[config.mk]
export PLATFORM = sky130hd
export DESIGN_NAME = sst_walker
export DESIGN_NICKNAME = d
export VERILOG_FILES = /design/src/rtl/sst_walker.sv
export SDC_FILE = /design/constraint.sdc
export NUM_CORES = 1
export LEC_CHECK = 0
export CORE_ASPECT_RATIO = 0.75
export CORE_MARGIN = 8
export CORE_UTILIZATION = 42
export CTS_CLUSTER_DIAMETER = 30
export DETAILED_ROUTE_END_ITERATION = 6
export PLACE_DENSITY = 0.82
export SYNTH_ARGS = -nofsm -noshare
export SYNTH_HDL_FRONTEND = slang
export SYNTH_SLANG_ARGS = --single-unit
[constraint.sdc]
create_clock -name clk -period 1.8 [get_ports clk]
set_clock_uncertainty 0.05 [all_clocks]
set_input_delay 0.36 -clock clk [delete_from_list [all_inputs] [get_ports clk]]
set_output_delay 0.36 -clock clk [all_outputs]
set_load 0.01 [all_outputs]
[src/rtl/sst_walker.sv]
`default_nettype none
// +--------------------------------------------------------------------------+
// | Module   : sst_walker                                                    |
// | Purpose  : Save-state initiator that dumps/restores mapper registers     |
// |            over the sst bus. Optional checksum byte via SST_CRC_EN.      |
// | Revision : 1.0 - initial release                                         |
// +--------------------------------------------------------------------------+
module sst_walker #(
    parameter int REG_CNT     = 128,
    parameter int RD_SETTLE   = 2,
    parameter int SYNC_STAGES = 2
) (
    input  logic       clk,
    input  logic       map_rst,
    input  logic       cpu_m2,
    input  logic       cmd_dump,
    input  logic       cmd_load,
    output logic       busy,
    output logic       done,
    output logic       err,
    output logic       sst_act,
    output logic       sst_we_reg,
    output logic [7:0] sst_addr,
    output logic [7:0] sst_dato,
    input  logic [7:0] sst_di,
    output logic [7:0] tx_data,
    output logic       tx_valid,
    input  logic       tx_ready,
    input  logic [7:0] rx_data,
    input  logic       rx_valid,
    output logic       rx_ready
);

    localparam int c_cnt_max = (RD_SETTLE > SYNC_STAGES) ? RD_SETTLE : SYNC_STAGES;
    localparam int c_cnt_w   = $clog2(c_cnt_max + 1) + 1;

    localparam logic [7:0]         c_last_addr  = 8'(REG_CNT - 1);
    localparam logic [c_cnt_w-1:0] c_settle_end = c_cnt_w'(RD_SETTLE - 1);
    localparam logic [c_cnt_w-1:0] c_guard      = c_cnt_w'(SYNC_STAGES);
    localparam logic [c_cnt_w-1:0] c_cnt_one    = c_cnt_w'(1);

    localparam logic [2:0] c_st_idle    = 3'd0;
    localparam logic [2:0] c_st_rd_wait = 3'd1;
    localparam logic [2:0] c_st_tx      = 3'd2;
    localparam logic [2:0] c_st_rx      = 3'd3;
    localparam logic [2:0] c_st_wr_hold = 3'd4;
    localparam logic [2:0] c_st_crc_tx  = 3'd5;
    localparam logic [2:0] c_st_crc_rx  = 3'd6;
    localparam logic [2:0] c_st_fin     = 3'd7;

    logic [2:0]             r_state, w_state_nxt;
    logic [7:0]             r_addr, w_addr_nxt;
    logic [7:0]             r_dato, w_dato_nxt;
    logic                   r_we, w_we_nxt;
    logic [7:0]             r_txd, w_txd_nxt;
    logic                   r_txv, w_txv_nxt;
    logic                   r_rxr, w_rxr_nxt;
    logic                   r_busy, w_busy_nxt;
    logic                   r_done, w_done_nxt;
    logic [c_cnt_w-1:0]     r_cnt, w_cnt_nxt;
    logic [SYNC_STAGES-1:0] r_m2_sync;
    logic                   r_m2_prev;
    logic                   w_m2_fall;
    logic                   w_tx_hs;
    logic                   w_rx_hs;
    logic                   w_finish;
`ifdef SST_CRC_EN
    logic [7:0]             r_sum, w_sum_nxt;
    logic                   r_err, w_err_nxt;
`endif

    assign w_m2_fall = r_m2_prev & ~r_m2_sync[SYNC_STAGES-1];
    assign w_tx_hs   = r_txv & tx_ready;
    assign w_rx_hs   = r_rxr & rx_valid;

    always_comb begin
        w_state_nxt = r_state;
        w_addr_nxt  = r_addr;
        w_dato_nxt  = r_dato;
        w_we_nxt    = r_we;
        w_txd_nxt   = r_txd;
        w_txv_nxt   = r_txv;
        w_rxr_nxt   = r_rxr;
        w_busy_nxt  = r_busy;
        w_done_nxt  = 1'b0;
        w_cnt_nxt   = r_cnt;
        w_finish    = 1'b0;
`ifdef SST_CRC_EN
        w_sum_nxt   = r_sum;
        w_err_nxt   = r_err;
`endif

        case (r_state)
            c_st_idle: begin
                if (cmd_dump || cmd_load) begin
                    w_addr_nxt = 8'd0;
                    w_busy_nxt = 1'b1;
                    w_cnt_nxt  = '0;
`ifdef SST_CRC_EN
                    w_sum_nxt  = 8'd0;
                    w_err_nxt  = 1'b0;
`endif
                    if (cmd_dump) begin
                        w_state_nxt = c_st_rd_wait;
                    end else begin
                        w_state_nxt = c_st_rx;
                        w_rxr_nxt   = 1'b1;
                    end
                end
            end

            c_st_rd_wait: begin
                if (r_cnt == c_settle_end) begin
                    w_txd_nxt   = sst_di;
                    w_txv_nxt   = 1'b1;
                    w_state_nxt = c_st_tx;
                end else begin
                    w_cnt_nxt = r_cnt + c_cnt_one;
                end
            end

            c_st_tx: begin
                if (w_tx_hs) begin
                    w_txv_nxt = 1'b0;
`ifdef SST_CRC_EN
                    w_sum_nxt = r_sum + r_txd;
`endif
                    if (r_addr == c_last_addr) begin
`ifdef SST_CRC_EN
                        // Checksum byte makes the sum of all emitted bytes zero
                        w_txd_nxt   = 8'd0 - (r_sum + r_txd);
                        w_txv_nxt   = 1'b1;
                        w_state_nxt = c_st_crc_tx;
`else
                        w_finish    = 1'b1;
`endif
                    end else begin
                        w_addr_nxt  = r_addr + 8'd1;
                        w_cnt_nxt   = '0;
                        w_state_nxt = c_st_rd_wait;
                    end
                end
            end

            c_st_rx: begin
                if (w_rx_hs) begin
                    w_rxr_nxt   = 1'b0;
                    w_dato_nxt  = rx_data;
                    w_we_nxt    = 1'b1;
                    w_cnt_nxt   = '0;
                    w_state_nxt = c_st_wr_hold;
`ifdef SST_CRC_EN
                    w_sum_nxt   = r_sum + rx_data;
`endif
                end
            end

            c_st_wr_hold: begin
                // Ignore falls whose sampled 1->0 pair predates the write strobe
                if (r_cnt != c_guard) begin
                    w_cnt_nxt = r_cnt + c_cnt_one;
                end else if (w_m2_fall) begin
                    w_we_nxt = 1'b0;
                    if (r_addr == c_last_addr) begin
`ifdef SST_CRC_EN
                        w_rxr_nxt   = 1'b1;
                        w_state_nxt = c_st_crc_rx;
`else
                        w_finish    = 1'b1;
`endif
                    end else begin
                        w_addr_nxt  = r_addr + 8'd1;
                        w_rxr_nxt   = 1'b1;
                        w_state_nxt = c_st_rx;
                    end
                end
            end

`ifdef SST_CRC_EN
            c_st_crc_tx: begin
                if (w_tx_hs) begin
                    w_txv_nxt = 1'b0;
                    w_finish  = 1'b1;
                end
            end

            c_st_crc_rx: begin
                if (w_rx_hs) begin
                    w_rxr_nxt = 1'b0;
                    w_err_nxt = ((r_sum + rx_data) != 8'd0);
                    w_finish  = 1'b1;
                end
            end
`endif

            c_st_fin: begin
                w_state_nxt = c_st_idle;
            end

            default: begin
                w_state_nxt = c_st_idle;
            end
        endcase

        if (w_finish) begin
            w_state_nxt = c_st_fin;
            w_busy_nxt  = 1'b0;
            w_done_nxt  = 1'b1;
            w_addr_nxt  = 8'd0;
        end
    end

    always_ff @(posedge clk) begin
        if (map_rst) begin
            r_state   <= c_st_idle;
            r_addr    <= 8'd0;
            r_dato    <= 8'd0;
            r_we      <= 1'b0;
            r_txd     <= 8'd0;
            r_txv     <= 1'b0;
            r_rxr     <= 1'b0;
            r_busy    <= 1'b0;
            r_done    <= 1'b0;
            r_cnt     <= '0;
            r_m2_sync <= '0;
            r_m2_prev <= 1'b0;
`ifdef SST_CRC_EN
            r_sum     <= 8'd0;
            r_err     <= 1'b0;
`endif
        end else begin
            r_state   <= w_state_nxt;
            r_addr    <= w_addr_nxt;
            r_dato    <= w_dato_nxt;
            r_we      <= w_we_nxt;
            r_txd     <= w_txd_nxt;
            r_txv     <= w_txv_nxt;
            r_rxr     <= w_rxr_nxt;
            r_busy    <= w_busy_nxt;
            r_done    <= w_done_nxt;
            r_cnt     <= w_cnt_nxt;
            r_m2_sync <= {r_m2_sync[SYNC_STAGES-2:0], cpu_m2};
            r_m2_prev <= r_m2_sync[SYNC_STAGES-1];
`ifdef SST_CRC_EN
            r_sum     <= w_sum_nxt;
            r_err     <= w_err_nxt;
`endif
        end
    end

    assign busy       = r_busy;
    assign sst_act    = r_busy;
    assign done       = r_done;
    assign sst_we_reg = r_we;
    assign sst_addr   = r_addr;
    assign sst_dato   = r_dato;
    assign tx_data    = r_txd;
    assign tx_valid   = r_txv;
    assign rx_ready   = r_rxr;
`ifdef SST_CRC_EN
    assign err        = r_err;
`else
    assign err        = 1'b0;
`endif

endmodule
`default_nettype wire

==> After elaboration in Yosys (flattened, before gate mapping) <==
Cells that the tools add are included.
{ "op_classes": {"n_mux": 44, "n_lt_le_gt_ge": 0, "bitwise": 4, "mul": 0, "eq_ne": 26, "div": 0, "addsub": 2, "shift": 0, "reduce_logical": 17} }
{ "ops": {"columns": ["op", "n"], "rows": [
  ["$mux W3", 15],
  ["$mux W8", 5],
  ["$pmux W3 S5", 2],
  ["$ne A3 B3 Y1 const B", 8],
  ["$pmux W8 S3", 1],
  ["$ne A2 B2 Y1 const B", 11],
  ["$mux W1", 16],
  ["$reduce_and A7 Y1", 2],
  ["$add A8 B1 Y8 const B", 1],
  ["$eq A8 B7 Y1 const B", 1],
  ["$reduce_and A8 Y1", 1],
  ["$eq A3 B1 Y1 const B", 2],
  ["$eq A3 B2 Y1 const B", 2],
  ["$pmux W1 S2", 3],
  ["$reduce_and A2 Y1", 3],
  ["$reduce_bool A3 Y1", 2],
  ["$reduce_and A5 Y1", 1],
  ["$reduce_bool A5 Y1", 1],
  ["$reduce_and A4 Y1", 1],
  ["$reduce_bool A2 Y1", 2],
  ["$add A3 B1 Y3 const B", 1],
  ["$and A1 B1 Y1", 3],
  ["$eq A3 B3 Y1 const B", 1],
  ["$logic_not A3 Y1", 1],
  ["7 further kinds", 7]
]} }
{ "word_totals": {"in_bits": 23, "mem_bits_ro": 0, "ff_bits": 38, "mem_bits_rw": 0, "n_memories": 0, "latchBits": 0, "out_inout_bits": 31} }

==> Logic depth before layout (Yosys ltp) <==
Gate-level depths: netlist (run 1).
{ "depth": {"word_depth": 7, "ltp_mapped": 8} }

==> Worst setup path after synthesis (run 1) <==
Ideal clock, no wire load.
{ "synth_timing": {"kind": "reg-to-reg", "from": "reg r_cnt[0]", "to": "reg r_addr[0] (netlist: sst_addr[0])", "arrival_ps": 1693, "required_ps": 1681, "stages_incl_launch_ff": 8, "n_path_buf": 0, "slack_ps": -11, "setup_ps": 69, "synth_period_minus_slack_ps": 1811, "cell_sequence": "dfxtp_1 inv_1 ha_1 and4bb_1 a32o_1 a21oi_2 or4b_1 o21ai_1"} }
{ "synth_between": {"elab_chain_len": 4, "elab_cells_between_ends": 6, "classes_between": "eq/ne (2); mux (2); reduce/logical (2)"} }
{ "synth_lines": {"columns": ["item", "line", "rtl"], "rows": [
  ["from (decl)", "60", "logic [c_cnt_w-1:0] r_cnt, w_cnt_nxt;"],
  ["from (signal assigned)", "241", "r_cnt <= w_cnt_nxt;"],
  ["$ne A3 B2 Y1 (*)", "160", "if (r_cnt != c_guard) begin"],
  ["$mux W1", "160", null],
  ["$pmux W1 S2", "93", "case (r_state)"],
  ["$reduce_or A2 Y1 (no source line)", null, null],
  ["to (signal assigned)", "233", "r_addr <= w_addr_nxt;"],
  ["to (decl)", "52", "logic [7:0] r_addr, w_addr_nxt;"]
]} }
Every way passes the cells marked *; elsewhere a longest branch is shown, timed or not.
A chain may end at the register's enable or synchronous reset.

==> Worst setup path in the final report (run 1) <==
Same ends and word-level chain as after synthesis.

==> results of run 1 <==
what timing repair did:
action	CTS	global route
gates cloned	0	1
setup buffers	1	1
setup endpoints to repair	3	8
pin swaps	4	2
resized for setup	5	3
routing by layer:
layer  track usage (%)  vias up  wire [um]
met4              4.80        0         56
met5                 0        -          0
met1              16.7      783       2110
met2              21.8       49       2150
met3              4.29        7        291
li1                  -      868          -
stage by stage:
step | util, % | setup WS [ps] | power [mW] | setup TNS (ps)
6_report | 63.1 | -48.1 | 2.50 | -60.7
5_1_grt | 63.1 | -81.7 | 2.65 | -243
4_1_cts | 62.4 | -1.16 | 2.49 | -1.16
3_5_place_dp | 59.7 | -257 | 1.87 | -1950
3_3_place_gp | 59.7 | -187 | 1.84 | -1640
2_1_floorplan | - | 23.4 | 1.51 | 0
final cells by class:
cell class / count / area [sq um] / share of cell area, %
multi-input combinational: 151 / 1030 / 37.7
timing repair buffer: 82 / 763 / 27.9
sequential: 38 / 762 / 27.9
clock buffer: 6 / 82.6 / 3.02
tap: 57 / 71.3 / 2.61
clock inverter: 2 / 12.5 / 0.457
inverter: 3 / 11.3 / 0.412
critical path: stages, from the launching register on:
cell and delay [ps]:
dfxtp_2 340, inv_2 50, ha_4 150, and4bb_1 220, a32o_2 260, a21oi_2 200
or4b_1 450, o21ai_1 80
power by group:
| group | internal [mW] | leakage, nW | total [mW] | switching [mW] |
|---|---|---|---|---|
| clock network | 0.308 | 0.0472 | 0.603 | 0.295 |
| logic | 0.492 | 0.723 | 0.921 | 0.430 |
| registers | 0.911 | 0.308 | 0.981 | 0.0700 |
| total | 1.71 | 1.08 | 2.50 | 0.795 |
path summary, 6_finish.rpt:
path / startpoint / to / slack, ps / cells after the start
worst max-delay path: r_cnt[0] / sst_addr[0] / -50 / 7
worst min-delay path: r_m2_sync[0] / r_m2_sync[1] / 400 / 1
worst max register to register: r_cnt[0] / sst_addr[0] / -50 / 7
worst min register to register: r_m2_sync[0] / r_m2_sync[1] / 400 / 1
synth_stat cells, drive strengths merged (3+ instances only):
master / instances
dfxtp: 38
nor2: 27
nand2: 22
mux2i: 21
a21oi: 10
buf: 9
o21ai: 9
nor2b: 5
clkbuf: 4
ha: 4
nand2b: 4
nand3: 4
or3: 4
a2bb2oi: 3
inv: 3
nand3b: 3
nand4b: 3
nor3b: 3
cell families (layout without fill, tap and decap cells):
group           after synthesis  after routing  share of synthesized area [%]
mux                          21             21                           11.4
fa+ha+maj                     4              4                           2.71
flops                        38             38                           41.1
compound gates               35             35                           13.6
other cells                   1              1                          0.203
xor+xnor                      2              2                          0.947
simple gates                 88             88                           25.6
buf+inv                      16             93                           4.46
==> reports/results.ini, run 1 <==
[grt]
grt_first_pass_wirelength_um = 7470
grt_pass1_vias = 1629
grt_max_degree = 29
gr-total-overflow = 0
antenna_found_initial = 0
grt_usage_pct = 13.6

[placement]
hpwlAfterDp_um = 3590
dp_cells = 328
postPlaceCellArea_sq_mm = 0.00259
gp_congestion = 0.888
port_buffers = 52

[run]
maxCapViolCount = 0

[layout]
finalNonFillerCells = 339
final_cell_mix = 52 x clkdlybuf4s50_1, 37 x dfxtp_1, 27 x nor2_1
drive_gt1_share_pct = 17.7
nFillCells = 370
synthToLayoutAreaGrowth_pct = 47.9
diodes = 0
fin_area_sq_mm = 0.00274
layout.nets = 308
final_common_cell = clkdlybuf4s50_1

[sta]
slew_violations = 0
rsz0062_at_grt = true
worst_slack_ps = -48.1
setup_violations = 2
max_freq_ghz = 0.541
period_needed_ps = 1850
hold_slack_ps = 397
hold_viol = 0
fin_crit_sh_pct = 103

[worst_setup_path]
cp_max_fo = 3
critPathLaunchType = register
critical_path_class = register to register
arrival_ps = 2020
required_ps = 1970
end_kind = register

[synthesis]
syn_avg_cell_area_sq_um = 9.02
synth_edf_count = 0
netlist_area_sq_mm = 0.00185
synth_top_area_share_pct = 41.1
ys_warn_count = 0
syn-num-nets = 232
postSynthCellCount = 205
synth_cell_types = 49
ys_ff_latch = 38
synth_top_area_cell = dfxtp_1
synth.area.top_cells = dfxtp_1 41%, mux2i_1 11%, nor2_1 5.5%
async_flop_share_pct = 0
synth_ff_type = dfxtp_1
ys_seq_area_share_pct = 41.1

[route]
drt_iter0_markers = 154
drt-wirelength-per-cell_um = 13.6
vias = 1707
drtAntennaViolNets = 0
firstDrtPassIters = 4
vias_per_cell = 5.04
routed_wl_um = 4600
drc = 0

[run_status]
violations = setup timing
status = complete, but fails checks

[cts]
cts_hold_buf = 0
clock_sinks = 38
cts_buffers = 5
cts-root-buf = clkbuf_8
htree_levels = 2
clkTransAtPathRegs_ps = 80
cts_tree = done
clock_insertion_delay_worst_skew_ps = 290
cts.path.max_buffers = 2

[power_and_ir_drop]
leakage_nw = 1.08
ir_drop_v = 0.000570
p_per_area_mw_per_mm2 = 916

[die]
row_count = 21
die_w_um = 92.6
die_area_sq_mm = 0.00680
start_util_pct = 42.7
io_pins = 54
fp.dieH_um = 73.5
core_sq_mm = 0.00434

[worst_hold_path]
hold_path.class = register to register

Note: power is estimated with default switching activity, not from simulation.
==> run 2: changes to the inputs <==
--- a/config.mk
+++ b/config.mk
@@ -6,7 +6,7 @@
 export NUM_CORES = 1
 export LEC_CHECK = 0
 export CORE_ASPECT_RATIO = 0.75
-export CORE_MARGIN = 8
+export CORE_MARGIN = 2
 export CORE_UTILIZATION = 42
 export CTS_CLUSTER_DIAMETER = 30
 export DETAILED_ROUTE_END_ITERATION = 6
==> reports/results.ini, run 2 (synthesized netlist as in run 1, its figures left out) <==
[layout]
multi_input_area_sq_mm = 0.00108  ; was 0.00103 sq mm
synthToLayoutAreaGrowth_pct = 52.6  ; was 47.9%
final_cell_mix = 52 x clkdlybuf4s50_1, 35 x dfxtp_1, 28 x buf_4  ; was 52 x clkdlybuf4s50_1, 37 x dfxtp_1, 27 x nor2_1
layout.nets = 308  ; unchanged
diodes = 0  ; unchanged
final_common_cell = clkdlybuf4s50_1  ; unchanged
drive_gt1_share_pct = 20.9  ; was 17.7%
nFillCells = 332  ; was 370
regArea_sq_um = 764  ; was 762 sq um

[grt]
grt_max_degree = 29  ; unchanged
grt_first_pass_wirelength_um = 7650  ; was 7470 um
grt_pass1_vias = 1680  ; was 1629
antenna_found_initial = 0  ; unchanged
grt_usage_pct = 19.9  ; was 13.6%
gr-total-overflow = 0  ; unchanged

[sta]
max_freq_ghz = 0.540  ; was 0.541 GHz
slew_violations = 0  ; unchanged
setup_violations = 2  ; unchanged
period_needed_ps = 1850  ; about the same
fin_crit_sh_pct = 103  ; about the same
rsz0062_at_grt = true  ; unchanged
worst_slack_ps = -52.5  ; was -48.1 ps
hold_viol = 0  ; unchanged

[cts]
clock_insertion_delay_worst_skew_ps = 290  ; about the same
cts_buffers = 5  ; unchanged
clkTransAtPathRegs_ps = 80  ; about the same
cts_hold_buf = 0  ; unchanged
clock_sinks = 38  ; unchanged
cts-root-buf = clkbuf_8  ; unchanged
cts_tree = done  ; unchanged
htree_levels = 2  ; unchanged
cts.path.max_buffers = 2  ; unchanged

[route]
drt_iter0_markers = 81  ; was 154
drtAntennaViolNets = 0  ; unchanged
drt-wirelength-per-cell_um = 13.6  ; about the same
vias = 1735  ; was 1707
routed_wl_um = 4590  ; was 4600 um
vias_per_cell = 5.15  ; was 5.04
drc = 0  ; unchanged
firstDrtPassIters = 4  ; unchanged

[worst_setup_path]
critical_path_class = register to register  ; unchanged
r2r-start = r_cnt[0]  ; unchanged
max_stage_delay_ps = 450  ; about the same
crit_chain = inv_2 -> ha_4 -> nand4bb_1 -> a2bb2oi_2 -> a21oi_4 -> o311ai_0 -> o31ai_1  ; was inv_2 -> ha_4 -> and4bb_1 -> a32o_2 -> a21oi_2 -> or4b_1 -> o21ai_1
end_kind = register  ; unchanged
regToRegSetupSlack_ps = -50  ; about the same
critical_path_buf_inv_count = 1  ; unchanged
critPathLaunchType = register  ; unchanged
required_ps = 1900  ; was 1970 ps
arrival_ps = 1950  ; was 2020 ps
critPathTopFamily = compound AO/OA/AOI/OAI gates  ; was simple AND/OR/NAND/NOR gates
rr_endpoint = sst_addr[6]  ; was sst_addr[0]
crit_slowest_cell = o311ai_0  ; was or4b_1
rr_worst_depth = 7  ; unchanged
cp_max_fo = 5  ; was 3

[die]
core_sq_mm = 0.00413  ; was 0.00434 sq mm
die_w_um = 80.6  ; was 92.6 um
die_area_sq_mm = 0.00496  ; was 0.00680 sq mm
fp.dieH_um = 61.5  ; was 73.5 um
io_pins = 54  ; unchanged
row_count = 20  ; was 21
start_util_pct = 44.8  ; was 42.7%

[worst_hold_path]
whs_path_depth = 1  ; unchanged
hp-start = r_m2_sync[0]  ; unchanged
worstHoldEndpoint = r_m2_sync[1]  ; unchanged
hold_path.class = register to register  ; unchanged

[placement]
pre_cts_slack_ps = -332  ; was -257 ps
gp_congestion = 0.840  ; was 0.888
hpwlAfterDp_um = 3440  ; was 3590 um
port_buffers = 52  ; unchanged

[run_status]
violations = setup timing  ; unchanged
status = complete, but fails checks  ; unchanged

[power_and_ir_drop]
p_per_area_mw_per_mm2 = 1010  ; was 916 mW/mm^2
power.total_mw = 2.84  ; was 2.50 mW
leakage_nw = 1.10  ; was 1.08 nW
ir_drop_v = 0.000609  ; was 0.000570 V

[run]
maxCapViolCount = 0  ; unchanged

[run 2: what timing repair did]
item,CTS,global route
buffers inserted,0,1
pin swaps,4,2
setup endpoints to repair,5,13
gates resized for setup,7,11
endpoints found under the hold margin,0,0
[run 2: where the power goes]
group          switching (mW)  internal (mW)
combinational           0.448          0.526
clock                   0.313          0.555
sequential             0.0829          0.913
[run 2: final cells by class]
type                            count  area share, %
Inverter                            3          0.399
Timing Repair Buffer               82           27.0
Sequential cell                    38           27.1
Multi-Input combinational cell    151           38.2
Tap cell                           55           2.44
Clock inverter                      3           2.44
Clock buffer                        5           2.44
[run 2: stage by stage]
step	instance area, sq um	std cells	utilization [%]	setup TNS, ps	hold slack, ps
floorplan	1850	205	-	0	364
global placement	2590	328	62.6	-1730	368
detailed placement	2590	328	62.6	-2620	380
CTS	2750	336	66.7	-27.8	404
global route	2820	337	68.4	-438	417
finish	2820	337	68.4	-95.2	399
[run 2: how the worst max path moves through the flow]
stage | start | to | slack [ps] | cells after the start
after floorplan | r_cnt[0] | sst_addr[0] | 20 | 7
after global placement | cmd_dump | sst_addr[5] | -200 | 7
after detailed placement | cmd_dump | sst_addr[7] | -330 | 7
after CTS | r_cnt[0] | sst_addr[0] | -30 | 7
after global routing | r_cnt[0] | sst_addr[6] | -150 | 7
final | r_cnt[0] | sst_addr[6] | -50 | 7
[run 2: layer usage]
metal | GRT usage [%] | vias up | wire length, um
li1 | - | 872 | -
met1 | 28.2 | 815 | 2280
met2 | 30.8 | 44 | 2060
met3 | 4.11 | 4 | 214
met4 | 6.54 | 0 | 39
met5 | 0 | - | 0
